==> config.mk <==
export PLATFORM = sky130hd
export DESIGN_NAME = add_align_stage_flat
export DESIGN_NICKNAME = d
export VERILOG_FILES = /design/src/rtl/add_align_if.sv /design/src/rtl/add_align_stage.sv /design/src/flat_wrapper.sv
export SDC_FILE = /design/constraint.sdc
export NUM_CORES = 1
export LEC_CHECK = 0
export ABC_AREA = 1
export BUFFER_PORTS_ARGS = -buffer_cell sky130_fd_sc_hd__buf_2
export CAP_MARGIN = 5
export CORE_UTILIZATION = 45
export DETAILED_ROUTE_END_ITERATION = 6
export GPL_TIMING_DRIVEN = 1
export PLACE_DENSITY = 0.75
export SLEW_MARGIN = 20
export SYNTH_ARGS = -nofsm -noshare
export SYNTH_HDL_FRONTEND = slang
export SYNTH_SLANG_ARGS = --single-unit
==> constraint.sdc <==
create_clock -name clk -period 2.9 [get_ports clk]
set_clock_uncertainty 0.05 [all_clocks]
set_input_delay 0.145 -clock clk [delete_from_list [all_inputs] [get_ports clk]]
set_output_delay 0.145 -clock clk [all_outputs]
set_load 0.05 [all_outputs]
==> src/rtl/add_align_if.sv <==
// Operand/result handshake bundle for the FP16 add/align front-end.
// The master drives operands and out_ready; the slave returns results and in_ready.
interface add_align_if #(
  parameter int EXP_W  = 5,
  parameter int FRAC_W = 10
);
  localparam int W = 1 + EXP_W + FRAC_W;

  logic              in_valid;
  logic              in_ready;
  logic [W-1:0]      op_a;
  logic [W-1:0]      op_b;
  logic              out_valid;
  logic              out_ready;
  logic              sign;
  logic              if_carray;
  logic              if_sub;
  logic [EXP_W-1:0]  exponent;
  logic [FRAC_W:0]   mantissa_add;

  modport master (
    output in_valid, op_a, op_b, out_ready,
    input  in_ready, out_valid, sign, if_carray, if_sub, exponent, mantissa_add
  );

  modport slave (
    input  in_valid, op_a, op_b, out_ready,
    output in_ready, out_valid, sign, if_carray, if_sub, exponent, mantissa_add
  );
endinterface

==> src/rtl/add_align_stage.sv <==
// Two-stage FP16 adder front-end: magnitude ordering and unpack, then mantissa
// alignment and add/subtract feeding the downstream normalizer.
module add_align_stage #(
  parameter int EXP_W  = 5,
  parameter int FRAC_W = 10
) (
  input  logic       clk,
  input  logic       rst,
  add_align_if.slave bus
);
  localparam int MANT_W = FRAC_W + 1;
  localparam int MAG_W  = EXP_W + FRAC_W;

  logic vld_p1, vld_p2;
  logic adv1, adv2;

  logic              s_x_p1, sub_p1;
  logic [EXP_W-1:0]  e_x_p1, d_p1;
  logic [MANT_W-1:0] m_x_p1, m_y_p1;

  logic              sign_p2, carry_p2, sub_p2;
  logic [EXP_W-1:0]  exp_p2;
  logic [MANT_W-1:0] mant_p2;

  logic [MAG_W-1:0]  mag_a, mag_b;
  logic [EXP_W-1:0]  e_a, e_b;
  logic [MANT_W-1:0] m_a, m_b;
  logic              swap;

  logic [MANT_W-1:0] m_ys;
  logic [MANT_W:0]   sum;
  logic              cancel;

  // Right shift with everything past the mantissa width flushed to zero; no guard/sticky.
  function automatic logic [MANT_W-1:0] align_shift(input logic [MANT_W-1:0] m,
                                                    input logic [EXP_W-1:0]  d);
    if (int'(d) >= MANT_W) return '0;
    return m >> d;
  endfunction

  assign adv2         = !vld_p2 || bus.out_ready;
  assign adv1         = !vld_p1 || adv2;
  assign bus.in_ready = adv1;

  // Stage 0 -> 1: unpack and order by magnitude (ties keep A as the larger)
  assign mag_a = bus.op_a[MAG_W-1:0];
  assign mag_b = bus.op_b[MAG_W-1:0];
  assign e_a   = bus.op_a[MAG_W-1:FRAC_W];
  assign e_b   = bus.op_b[MAG_W-1:FRAC_W];
  assign m_a   = {|e_a, bus.op_a[FRAC_W-1:0]};
  assign m_b   = {|e_b, bus.op_b[FRAC_W-1:0]};
  assign swap  = mag_b > mag_a;

  // Stage 1 -> 2: align smaller mantissa, add or subtract
  assign m_ys   = align_shift(m_y_p1, d_p1);
  assign sum    = sub_p1 ? {1'b0, m_x_p1 - m_ys} : ({1'b0, m_x_p1} + {1'b0, m_ys});
  assign cancel = sub_p1 && (sum[MANT_W-1:0] == '0);

  always_ff @(posedge clk) begin
    if (rst) begin
      vld_p1 <= 1'b0;
      vld_p2 <= 1'b0;
    end else begin
      if (adv1) vld_p1 <= bus.in_valid;
      if (adv2) vld_p2 <= vld_p1;
    end
  end

  always_ff @(posedge clk) begin
    if (adv1 && bus.in_valid) begin
      s_x_p1 <= swap ? bus.op_b[MAG_W] : bus.op_a[MAG_W];
      e_x_p1 <= swap ? e_b : e_a;
      m_x_p1 <= swap ? m_b : m_a;
      m_y_p1 <= swap ? m_a : m_b;
      d_p1   <= swap ? (e_b - e_a) : (e_a - e_b);
      sub_p1 <= bus.op_a[MAG_W] ^ bus.op_b[MAG_W];
    end
  end

  // Result registers are cleared on reset so the normalizer never sees stale fields
  always_ff @(posedge clk) begin
    if (rst) begin
      sign_p2  <= 1'b0;
      carry_p2 <= 1'b0;
      sub_p2   <= 1'b0;
      exp_p2   <= '0;
      mant_p2  <= '0;
    end else if (adv2 && vld_p1) begin
      sign_p2  <= cancel ? 1'b0 : s_x_p1;
      carry_p2 <= sum[MANT_W];
      sub_p2   <= sub_p1;
      exp_p2   <= cancel ? '0 : e_x_p1;
      mant_p2  <= sum[MANT_W-1:0];
    end
  end

  assign bus.out_valid    = vld_p2;
  assign bus.sign         = sign_p2;
  assign bus.if_carray    = carry_p2;
  assign bus.if_sub       = sub_p2;
  assign bus.exponent     = exp_p2;
  assign bus.mantissa_add = mant_p2;
endmodule

==> src/flat_wrapper.sv <==
// flat-port wrapper written by rule: the top's interface ports become plain ports
module add_align_stage_flat 
#(
  parameter int EXP_W  = 5,
  parameter int FRAC_W = 10
)
  (clk, rst, bus_in_valid, bus_op_a, bus_op_b, bus_out_ready, bus_in_ready, bus_out_valid, bus_sign, bus_if_carray, bus_if_sub, bus_exponent, bus_mantissa_add);
  add_align_if #(.EXP_W(EXP_W), .FRAC_W(FRAC_W)) bus_i ();
  input  logic clk;
  input  logic rst;
  input wire logic [$bits(bus_i.in_valid)-1:0] bus_in_valid;
  input wire logic [$bits(bus_i.op_a)-1:0] bus_op_a;
  input wire logic [$bits(bus_i.op_b)-1:0] bus_op_b;
  input wire logic [$bits(bus_i.out_ready)-1:0] bus_out_ready;
  output wire logic [$bits(bus_i.in_ready)-1:0] bus_in_ready;
  output wire logic [$bits(bus_i.out_valid)-1:0] bus_out_valid;
  output wire logic [$bits(bus_i.sign)-1:0] bus_sign;
  output wire logic [$bits(bus_i.if_carray)-1:0] bus_if_carray;
  output wire logic [$bits(bus_i.if_sub)-1:0] bus_if_sub;
  output wire logic [$bits(bus_i.exponent)-1:0] bus_exponent;
  output wire logic [$bits(bus_i.mantissa_add)-1:0] bus_mantissa_add;
  assign bus_i.in_valid = bus_in_valid;
  assign bus_i.op_a = bus_op_a;
  assign bus_i.op_b = bus_op_b;
  assign bus_i.out_ready = bus_out_ready;
  assign bus_in_ready = bus_i.in_ready;
  assign bus_out_valid = bus_i.out_valid;
  assign bus_sign = bus_i.sign;
  assign bus_if_carray = bus_i.if_carray;
  assign bus_if_sub = bus_i.if_sub;
  assign bus_exponent = bus_i.exponent;
  assign bus_mantissa_add = bus_i.mantissa_add;
  add_align_stage #(.EXP_W(EXP_W), .FRAC_W(FRAC_W)) u_core (.clk(clk), .rst(rst), .bus(bus_i));
endmodule
==> key figures, run 1 <==
Placement
  – Detailed placer's ending HPWL: 8770 um
  – Area post-placement: 5320 um2
  – Port bufs: 56
  – GP Congestion: 0.901
  – Placed insts: roughly 870

CTS
  – Clock root buffer: clkbuf_8
  – CTS tree: yes
  – Clock buffer count from CTS: 5
  – Worst-path clk slew: 0.11 ns
  – CTS H-tree depth: 2
  – Worst skew pair latency: 0.31 ns
  – CTS Sinks: 55
  – Clock Path Buffers: 2
  – Post-cts hold buffer count: 0

Synthesis
  – #FFs+latches synth: 55
  – Area share of the largest cell type after synthesis: 0.224
  – Post-synth ARST share: 0
  – Ys flop type: edfxtp_1
  – Synthesized netlist cell count: 639
  – Post-synth cell types: 40
  – Main combinational cell family by area after synthesis: simple AND/OR/NAND/NOR gates
  – Syn Nets: 724
  – Synth Area in XOR/XNOR: 0.0135
  – Compound-gate portion of the synthesized area: 0.132
  – Synth Area in Adders: 0.141
  – Synth area leaders: edfxtp_1, nand2_1, ha_1
  – Post-Synth Simple-Gate Area: 0.290
  – Synth warnings: 0
  – Syn_area_per_cell: 7.12 um2
  – Mux cell area share after synthesis: 0.00220
  – Area leader, netlist: edfxtp_1
  – Post-synth EDFFs: 34
  – Seq/Total Area, Yosys: 0.317
  – Cell Area, Synth: 4550 um2

Worst setup path
  – Setup slack, reg-to-reg: -0.30 ns
  – CP Class: reg -> reg
  – Worst R2R Start: u_core.d_p1[0]
  – Worst r2r dst: u_core.bus.exponent[2]
  – Worst endpoint required time: 3.05 ns
  – Worst setup endpoint: u_core.bus.exponent[2]
  – Max FO, Critical Path: 7
  – Crit path capture type: register
  – CP Launch Type: register
  – Crit path from: u_core.d_p1[0]
  – Worst path arrival time: 3.36 ns
  – R2R depth: 21

Final layout
  – Ant diodes: 0
  – Share of layout cells above drive strength 1: 0.325
  – Most frequent cells in the layout: nand2_1, inv_1, buf_4, buf_2, nor2_1
  – Commonest non-fill, non-tap cell in the layout: nand2_1
  – Fillcell total: 920
  – Layout area overhead: 29.3%
  – NumNets Final: 835
  – Final Cell Area: 5880 um2
  – Finished Layout Cells: between 800 and 900

Timing
  – # setup viols final: 8
  – Tmin final: 3.20 ns
  – Final Hold Vio Count: 0
  – Part of the cycle the worst path needs: 1.10
  – Worst slew pin tran: 0.638 ns
  – Fin. max-slew vios: 0
  – Relative slew margins: 0.574
  – Worst setup margin: -0.304 ns
  – Fmax: roughly 0.31 GHz
  – RSZ-0062 raised after global routing: true

Pwr
  – Lkg Pwr: 2.88 nW
  – Worst VDD drop: about 0.31 mV
  – Total Power Consumption: 0.00296 W
  – P per Cell Area: about 500 nW/um2

Run
  – Max cap viols: 0

Routing
  – Vias per cell: approximately 5
  – Pre-antenna DRT Iters: 5
  – Routed via count: 4446
  – Post-route ant nets: 0
  – Avg WL per Cell: between 10 and 15 um
  – Initial drt markers: roughly 190
  – Total routed wirelength: 11300 um
  – DRC viols: 0

Floorplan
  – Chip height: slightly above 100 um
  – CORE AREA: 9770 um2
  – Die X: roughly 100 um
  – Die ar.: 10500 um2
  – # IOs: 57
  – Core Rows: 36
  – Starting Density: 0.465

GRT
  – Total gr overflow: 0
  – Initial antenna violation count: 0
  – GRT Util Overall: 0.215
  – Largest net degree at the start of global routing: 42
  – First-pass GRT wire length: 17900 um
  – Vias in the first global route: between 4000 and 5000

Outcome
  – Outcome: complete, but fails checks
  – Failing checks: negative setup slack

Hold path
  – Min-Delay Path Class: in -> reg
[cell usage after synthesis (5+ instances only)]
library cell	instances
a21oi_1	36
a21oi_2	7
buf_2	7
clkbuf_1	5
dfxtp_1	21
edfxtp_1	34
ha_1	45
inv_1	89
inv_2	7
nand2_1	171
nand3_1	47
nand4_1	5
nor2_1	63
nor2_2	5
nor3_1	5
o211ai_1	7
o21ai_0	43
xor2_1	6
[timing repair]
action | in CTS | in global routing
setup buffers | 4 | 5
gates cloned | 0 | 0
gates resized for setup | 26 | 90
pin swaps | 14 | 35
endpoints found under the setup margin | 14 | 17
[state kept, by name, indices dropped and copies added, names as in the netlist]
| name | cells |
|---|---|
| u_core.bus.exponent | 5 |
| u_core.bus.if_carray | 1 |
| u_core.bus.if_sub | 1 |
| u_core.bus.mantissa_add | 11 |
| u_core.bus.out_valid | 1 |
| u_core.bus.sign | 1 |
| u_core.d_p1 | 5 |
| u_core.e_x_p1 | 5 |
| u_core.m_x_p1 | 11 |
| u_core.m_y_p1 | 11 |
| u_core.s_x_p1 | 1 |
| u_core.sub_p1 | 1 |
| u_core.vld_p1 | 1 |
[power by group]
part	leakage, nW	internal [W]	switching [W]
registers	0.504	0.000922	0.0000533
logic	2.33	0.000648	0.000882
clock network	0.0463	0.000178	0.000276
total	2.88	0.00175	0.00121
[stage by stage]
step / setup slack [ns] / hold slack [ns] / TNS (ns) / utilization
detailed placement: -0.467 / 0.376 / -4.35 / 0.545
global route: -0.541 / 0.0454 / -4.71 / 0.602
floorplan: 0.0152 / 0.255 / 0 / -
CTS: -0.349 / 0.0358 / -2.84 / 0.563
global placement: -0.398 / 0.374 / -3.37 / 0.545
finish: -0.304 / 0.0364 / -1.95 / 0.602
[worst max-delay path, cell delays in order (launching register included)]
cell and delay [ns]:
edfxtp_1 0.53, buf_6 0.18, buf_6 0.11, nand2_2 0.05, nand2_2 0.05, o211ai_1 0.14, o21ai_1 0.10, a21oi_1 0.16
nor2_2 0.07, ha_2 0.18, inv_2 0.06, fa_2 0.43, nor2_2 0.10, nand2_1 0.06, nor2_1 0.10, nand3_1 0.08
nor2_1 0.13, nand3_1 0.13, nor2_2 0.14, nand3_4 0.12, nand2_1 0.09, a21oi_1 0.06
[logic make-up after synthesis]
logic type | after synthesis
simple gates | 308
buf+inv | 114
compound gates | 105
flops | 55
fa+ha+maj | 49
xor+xnor | 7
mux | 1
[how the worst min path moves through the flow]
stage | cells past startpoint | slack (ns) | startpoint | endpoint
finish | 3 | 0.04 | bus_in_valid | u_core.vld_p1
global route | 3 | 0.05 | bus_in_valid | u_core.vld_p1
CTS | 3 | 0.04 | bus_in_valid | u_core.vld_p1
detailed placement | 3 | 0.38 | bus_in_valid | u_core.vld_p1
global placement | 3 | 0.37 | bus_in_valid | u_core.vld_p1
floorplan | 3 | 0.25 | rst | u_core.bus.mantissa_add[2]
[cell type report]
cell class / instances / area (um2) / area share
Clock buffer: 5 / 68.8 / 0.0117
Clock inverter: 3 / 27.5 / 0.00468
Inverter: 97 / 364 / 0.0619
Multi-Input combinational cell: 470 / 3020 / 0.513
Sequential cell: 55 / 1440 / 0.245
Tap cell: 133 / 166 / 0.0283
Timing Repair Buffer: 121 / 793 / 0.135
[layer usage]
| metal | track usage | vias up | part of all wire |
|---|---|---|---|
| met5 | 0 | - | 0 |
| met4 | 0.0615 | 0 | 0.019 |
| met3 | 0.0285 | 16 | 0.030 |
| met2 | 0.396 | 96 | 0.51 |
| met1 | 0.261 | 2039 | 0.44 |
| li1 | - | 2295 | - |
Note: power is estimated with default switching activity, not from simulation.
==> run 2, diff against run 1 <==
--- a/config.mk
+++ b/config.mk
@@ -10,8 +10,11 @@
 export CAP_MARGIN = 5
 export CORE_UTILIZATION = 45
 export DETAILED_ROUTE_END_ITERATION = 6
+export GPL_ROUTABILITY_DRIVEN = 0
 export GPL_TIMING_DRIVEN = 1
+export HOLD_SLACK_MARGIN = 0.15
 export PLACE_DENSITY = 0.75
+export SKIP_CTS_REPAIR_TIMING = 1
 export SLEW_MARGIN = 20
 export SYNTH_ARGS = -nofsm -noshare
 export SYNTH_HDL_FRONTEND = slang
==> run 2 against run 1 <==
- the run still ends with negative setup slack left
- final area is 3.5% higher
- hold slack better by 0.067 ns
- worst setup slack worse by 0.17 ns
- sequential share of layout area is 0.83 points lower
- die area stayed put
- utilization is 2.1 points higher
==> key figures, run 2 (synthesis results as in run 1) <==
Floorplan
  – CORE AREA: 9770 um2 (unchanged)
  – Die ar.: 10500 um2 (unchanged)
  – Starting Density: 0.465 (unchanged)
  – # IOs: 57 (unchanged)
  – Die X: 103 um (unchanged)
  – Chip height: 103 um (unchanged)
  – Core Rows: 36 (unchanged)

Routing
  – Routed via count: 4684 (+5.4%)
  – Post-route ant nets: 0 (unchanged)
  – Total routed wirelength: 12100 um (+7.3%)
  – Avg WL per Cell: 13.4 um (+4.7%)
  – Vias per cell: 5.17 (+2.8%)
  – DRC viols: 0 (unchanged)
  – Pre-antenna DRT Iters: 5 (unchanged)
  – Initial drt markers: 174 (-8.9%)

Timing
  – Fin. max-slew vios: 0 (unchanged)
  – RSZ-0062 raised after global routing: true
  – Worst setup margin: -0.474 ns (-0.170 ns)
  – Relative slew margins: 0.661 (+0.0869)
  – Tmin final: 3.37 ns (+0.170 ns)
  – # setup viols final: 14 (+6)
  – Fmax: 0.296 GHz (-5.0%)
  – Worst slew pin tran: 0.509 ns (-0.129 ns)
  – TNS Setup: -3.97 ns (-2.02 ns)
  – Part of the cycle the worst path needs: 1.16 (+0.0585)
  – Final Hold Vio Count: 0 (unchanged)

CTS
  – Clock Path Buffers: 2 (unchanged)
  – CTS H-tree depth: 2 (unchanged)
  – CTS tree: yes
  – Clock root buffer: clkbuf_8
  – CTS Sinks: 55 (unchanged)
  – Worst skew pair latency: 0.33 ns (+0.02 ns)
  – Worst-path clk slew: 0.12 ns (about the same)
  – Clock buffer count from CTS: 5 (unchanged)

Pwr
  – Worst VDD drop: 0.231 mV (-26%)
  – Clock Power Share: 0.154 (about the same)
  – Seq pwr share: 0.325 (-0.005)
  – Sw Ratio: 0.414 (+0.00508)
  – P per Cell Area: 495 nW/um2 (-1.7%)
  – Comb power frac: 0.521 (+0.004)
  – Switching pwr: 0.00125 W (+3.0%)
  – P_int: 0.00176 W (+0.87%)
  – Lkg Pwr: 2.97 nW (+3.0%)
  – Total Power Consumption: 0.00301 W (+1.7%)

GRT
  – Largest net degree at the start of global routing: 60 (+43%)
  – GRT Util Overall: 0.213 (-0.00263)
  – Vias in the first global route: 4197 (+2.6%)
  – Total gr overflow: 0 (unchanged)
  – Initial antenna violation count: 0 (unchanged)
  – First-pass GRT wire length: 17700 um (-1.1%)

Placement
  – Area post-placement: 5280 um2 (-0.80%)
  – Place WS: -0.425 ns (+0.0425 ns)
  – Detailed placer's ending HPWL: 8500 um (-3.0%)
  – Port bufs: 56 (unchanged)

Worst setup path
  – Worst endpoint required time: 3.07 ns (+0.02 ns)
  – Max FO, Critical Path: 6 (-1)
  – Crit path capture type: register
  – Worst path arrival time: 3.54 ns (+0.18 ns)
  – CP Class: reg -> reg
  – CP Launch Type: register

Hold path
  – Min-Delay Path Class: in -> reg

Final layout
  – Layout area overhead: 33.8%
  – Final Cell Area: 6090 um2 (+3.5%)
  – Most frequent cells in the layout: nand2_1, inv_1, buf_4, buf_2, nor2_1
  – Ant diodes: 0 (unchanged)
  – Final core area utilization: 0.623 (+0.0210)
  – Commonest non-fill, non-tap cell in the layout: nand2_1
  – NumNets Final: 857 (+2.6%)
  – Share of layout cells above drive strength 1: 0.325 (about the same)

Outcome
  – Failing checks: negative setup slack
  – Outcome: complete, but fails checks

Run
  – Max cap viols: 0 (unchanged)
[run 2: path summary, 6_finish.rpt]
path / from / end / slack (ns) / cells after the start
max reg2reg: u_core.d_p1[0] / u_core.bus.exponent[2] / -0.47 / 24
min reg2reg: u_core.bus.exponent[0] / u_core.bus.exponent[0] / 0.42 / 2
min: bus_op_a[12] / u_core.e_x_p1[2] / 0.10 / 3
max: u_core.d_p1[0] / u_core.bus.exponent[2] / -0.47 / 24
[run 2: layout make-up]
type / instances / area, um2
fillers: 836 / 3690
multi-input cells: 470 / 3010
flip-flops and latches: 55 / 1440
repair buffers: 143 / 1000
inverters: 97 / 364
well taps: 133 / 166
clock buffers: 5 / 68.8
clock inverters: 3 / 27.5
[run 2: per-layer routing]
metal  global-route usage  vias up  part of all wire
li1                     -     2342                 -
met1                0.245     2159              0.40
met2                0.397      142              0.52
met3               0.0258       41             0.039
met4               0.0868        0             0.032
met5                    0        -                 0
[run 2: worst max-delay path, cell delays in order, from the launching register on]
cell and delay (ns):
edfxtp_1 0.54, buf_6 0.18, buf_4 0.12, nand2_1 0.06
o21ai_1 0.09, nand2_1 0.10, nand2_1 0.05, o22ai_1 0.11
inv_1 0.06, nor2_2 0.15, inv_2 0.06, ha_4 0.26
buf_6 0.14, nor2_2 0.17, nand2_2 0.09, nand2_2 0.11
nand2_2 0.08, nand3_2 0.09, nand3_2 0.08, nor2_2 0.12
nand3_2 0.10, nor2_4 0.14, nand3_4 0.13, nand2_1 0.10
a21oi_1 0.07
[run 2: power by group through the flow]
stage                     clock network (W)  registers [W]  logic (W)
after detailed placement                  0       0.000989    0.00124
after global placement                    0       0.000985    0.00121
after global routing               0.000498       0.000988    0.00173
after floorplan                           0        0.00104   0.000761
after CTS                          0.000477       0.000971    0.00125
final                              0.000464       0.000979    0.00157
[run 2: through the flow]
step / cells / hold slack (ns)
finish: 906 / 0.103
CTS: 871 / 0.0407
detailed placement: 863 / 0.390
floorplan: 639 / 0.255
global placement: 863 / 0.375
global route: 906 / 0.149
==> run 3, diff against run 2 <==
--- a/config.mk
+++ b/config.mk
@@ -5,7 +5,6 @@
 export SDC_FILE = /design/constraint.sdc
 export NUM_CORES = 1
 export LEC_CHECK = 0
-export ABC_AREA = 1
 export BUFFER_PORTS_ARGS = -buffer_cell sky130_fd_sc_hd__buf_2
 export CAP_MARGIN = 5
 export CORE_UTILIZATION = 45
==> run 3 against run 2 <==
- the run still ends with negative setup slack left
- sequential cell count stayed put
- hold slack better by 0.037 ns
- synthesized area is 0.47% higher
- total power is 5.9% lower
- utilization is 0.86 points higher
- maximum frequency is 6.2% lower
- highest routed layer unchanged
==> key figures, run 3 <==
GRT
  – Vias in the first global route: 4067 (-3.1%)
  – Largest net degree at the start of global routing: 35 (-42%)
  – GRT Util Overall: 0.226 (+0.0130)
  – First-pass GRT wire length: 18700 um (+5.5%)
  – Total gr overflow: 0 (unchanged)
  – Initial antenna violation count: 0 (unchanged)

Final layout
  – Final core area utilization: 0.631 (+0.00861)
  – Most frequent cells in the layout: buf_4, buf_2, ha_1, inv_1, edfxtp_1
  – Layout area overhead: 35.7%
  – Commonest non-fill, non-tap cell in the layout: buf_4
  – Ant diodes: 0 (unchanged)
  – NumNets Final: 740 (-14%)
  – Share of layout cells above drive strength 1: 0.346 (+0.0213)
  – Final Cell Area: 6200 um2 (+1.9%)

Synthesis
  – Synthesized netlist cell count: 510 (-20%)
  – Seq/Total Area, Yosys: 0.315 (-0.00148)
  – Ys flop type: edfxtp_1
  – Post-synth cell types: 62 (+55%)
  – Synth warnings: 0 (unchanged)
  – Syn Nets: 595 (-18%)
  – Cell Area, Synth: 4570 um2 (+0.47%)
  – Area share of the largest cell type after synthesis: 0.223 (-0.00104)
  – #FFs+latches synth: 55 (unchanged)
  – Area leader, netlist: edfxtp_1
  – Synth area leaders: edfxtp_1, ha_1, dfxtp_1
  – Syn_area_per_cell: 8.96 um2 (+26%)
  – Post-synth EDFFs: 34 (unchanged)
  – Most instantiated library cell after synthesis: ha_1
  – Post-synth ARST share: 0 (unchanged)
  – Top cells by count, synth: ha_1, inv_1, nand2_1, edfxtp_1, nor2_1

Routing
  – Vias per cell: 5.68 (+9.9%)
  – Routed via count: 4481 (-4.3%)
  – Total routed wirelength: 12800 um (+5.3%)
  – Initial drt markers: 240 (+38%)
  – Pre-antenna DRT Iters: 5 (unchanged)
  – Post-route ant nets: 0 (unchanged)
  – DRC viols: 0 (unchanged)
  – Avg WL per Cell: 16.2 um (+21%)

Timing
  – Fmax: 0.278 GHz (-6.2%)
  – Part of the cycle the worst path needs: 1.24 (+0.0771)
  – Worst slew pin tran: 0.782 ns (+0.273 ns)
  – # setup viols final: 15 (+1)
  – Final Hold Vio Count: 0 (unchanged)
  – Tmin final: 3.60 ns (+0.224 ns)
  – Relative slew margins: 0.479 (-0.182)
  – Fin. max-slew vios: 0 (unchanged)
  – RSZ-0062 raised after global routing: true
  – Worst setup margin: -0.697 ns (-0.224 ns)

Worst setup path
  – Crit-path max cell delay: 0.45 ns (-0.09 ns)
  – Slowest CP cell: edfxtp_1
  – Setup slack, reg-to-reg: -0.70 ns (-0.22 ns)
  – Max FO, Critical Path: 6 (unchanged)
  – CP Launch Type: register
  – Worst R2R Start: u_core.d_p1[1]
  – Cells along the critical path: buf_6 > mux2i_4 > o21ai_4 > buf_4 > nand2_1 > o21ai_0 > nand2_1 > ha_1 > nor2b_1 > or2_2 > o31ai_4 > o31a_1 > o2111ai_2 > nor4b_4 > buf_4 > o211ai_1
  – Worst r2r dst: u_core.bus.exponent[2]
  – R2R depth: 16 (-33%)
  – CP delay by family, top: compound AO/OA/AOI/OAI gates
  – CP Class: reg -> reg
  – Worst endpoint required time: 3.05 ns (-0.02 ns)
  – Crit path capture type: register
  – Worst path arrival time: 3.74 ns (+0.20 ns)
  – Buf/Inv on CP: 3 (-2)

Floorplan
  – Starting Density: 0.465 (about the same)
  – # IOs: 57 (unchanged)
  – Die X: 103 um (+0.22%)
  – Die ar.: 10600 um2 (+0.45%)
  – Chip height: 103 um (+0.22%)
  – CORE AREA: 9820 um2 (+0.46%)
  – Core Rows: 36 (unchanged)

Pwr
  – Total Power Consumption: 0.00283 W (-5.9%)
  – Lkg Pwr: 2.76 nW (-7.1%)
  – P per Cell Area: 457 nW/um2 (-7.6%)
  – Worst VDD drop: 0.250 mV (+8.4%)

Hold path
  – Hold Path Depth: 3 (unchanged)
  – Hold endpoint: u_core.m_x_p1[8]
  – Min-Delay Path Class: in -> reg
  – Hold_sp: bus_op_b[8]

Placement
  – Area post-placement: 5530 um2 (+4.7%)
  – Place WS: -0.683 ns (-0.258 ns)
  – Port bufs: 56 (unchanged)
  – Detailed placer's ending HPWL: 9000 um (+5.9%)

CTS
  – Worst-path clk slew: 0.10 ns (-0.02 ns)
  – Worst skew pair latency: 0.31 ns (-0.02 ns)
  – Clock buffer count from CTS: 5 (unchanged)
  – CTS Sinks: 55 (unchanged)
  – Clock root buffer: clkbuf_8
  – CTS H-tree depth: 2 (unchanged)
  – CTS tree: yes
  – Clock Path Buffers: 2 (unchanged)

Run
  – Max cap viols: 0 (unchanged)

Outcome
  – Failing checks: negative setup slack
  – Outcome: complete, but fails checks
-- run 3: cell families after synthesis --
kind of cell,count (synthesis),synth area share
AOI/OAI and AO/OA,116,0.168
adders and majority gates,49,0.141
and+or+nand+nor,183,0.222
buffers and inverters,68,0.0608
DFF,55,0.315
xor gates and xnor gates,7,0.0134
muxes,32,0.0800
-- run 3: worst max-delay path by stage --
stage	startpoint	endpoint	slack, ns	cells after the start
6_report	u_core.d_p1[1]	u_core.bus.exponent[2]	-0.70	16
5_1_grt	u_core.d_p1[1]	u_core.bus.exponent[0]	-0.88	16
4_1_cts	u_core.d_p1[0]	u_core.bus.exponent[3]	-0.78	15
3_5_place_dp	u_core.d_p1[1]	u_core.bus.exponent[3]	-0.68	15
3_3_place_gp	u_core.d_p1[1]	u_core.bus.exponent[3]	-0.59	15
2_1_floorplan	u_core.d_p1[1]	u_core.bus.exponent[0]	-0.36	16
-- run 3: cell type report --
| class | instances | area, um2 |
|---|---|---|
| inverter | 41 | 154 |
| tap | 133 | 166 |
| clock inverter | 1 | 8.76 |
| fill | 811 | 3620 |
| sequential | 55 | 1440 |
| clock buffer | 7 | 86.3 |
| multi-input combinational | 387 | 3160 |
| timing repair buffer | 165 | 1190 |
-- run 3: where the power goes --
group	internal, W	switching, W
sequential	0.000923	0.0000553
clock	0.000196	0.000251
combinational	0.000656	0.000750
total	0.00178	0.00106
-- run 3: worst reg2reg max path, delay by kind of cell (launching register included) --
family	cells	cell delay, ns
and+or+nand+nor	5	0.86
DFF	1	0.45
muxes	1	0.19
AOI/OAI and AO/OA	6	1.06
buffers and inverters	3	0.49
adders and majority gates	1	0.37
-- run 3: per-layer routing --
layer  GRT usage  routed length (um)
met5           0                   0
met1       0.279                5230
met3      0.0251                 557
met4      0.0737                 460
met2       0.409                6510
-- run 3: stage by stage --
stage / instances / hold slack [ns] / setup TNS [ns]
after floorplan: 510 / 0.212 / -2.47
after global routing: 789 / 0.152 / -10.17
final: 789 / 0.140 / -7.38
after CTS: 758 / 0.0192 / -7.76
after detailed placement: 750 / 0.346 / -6.80
after global placement: 750 / 0.310 / -5.33
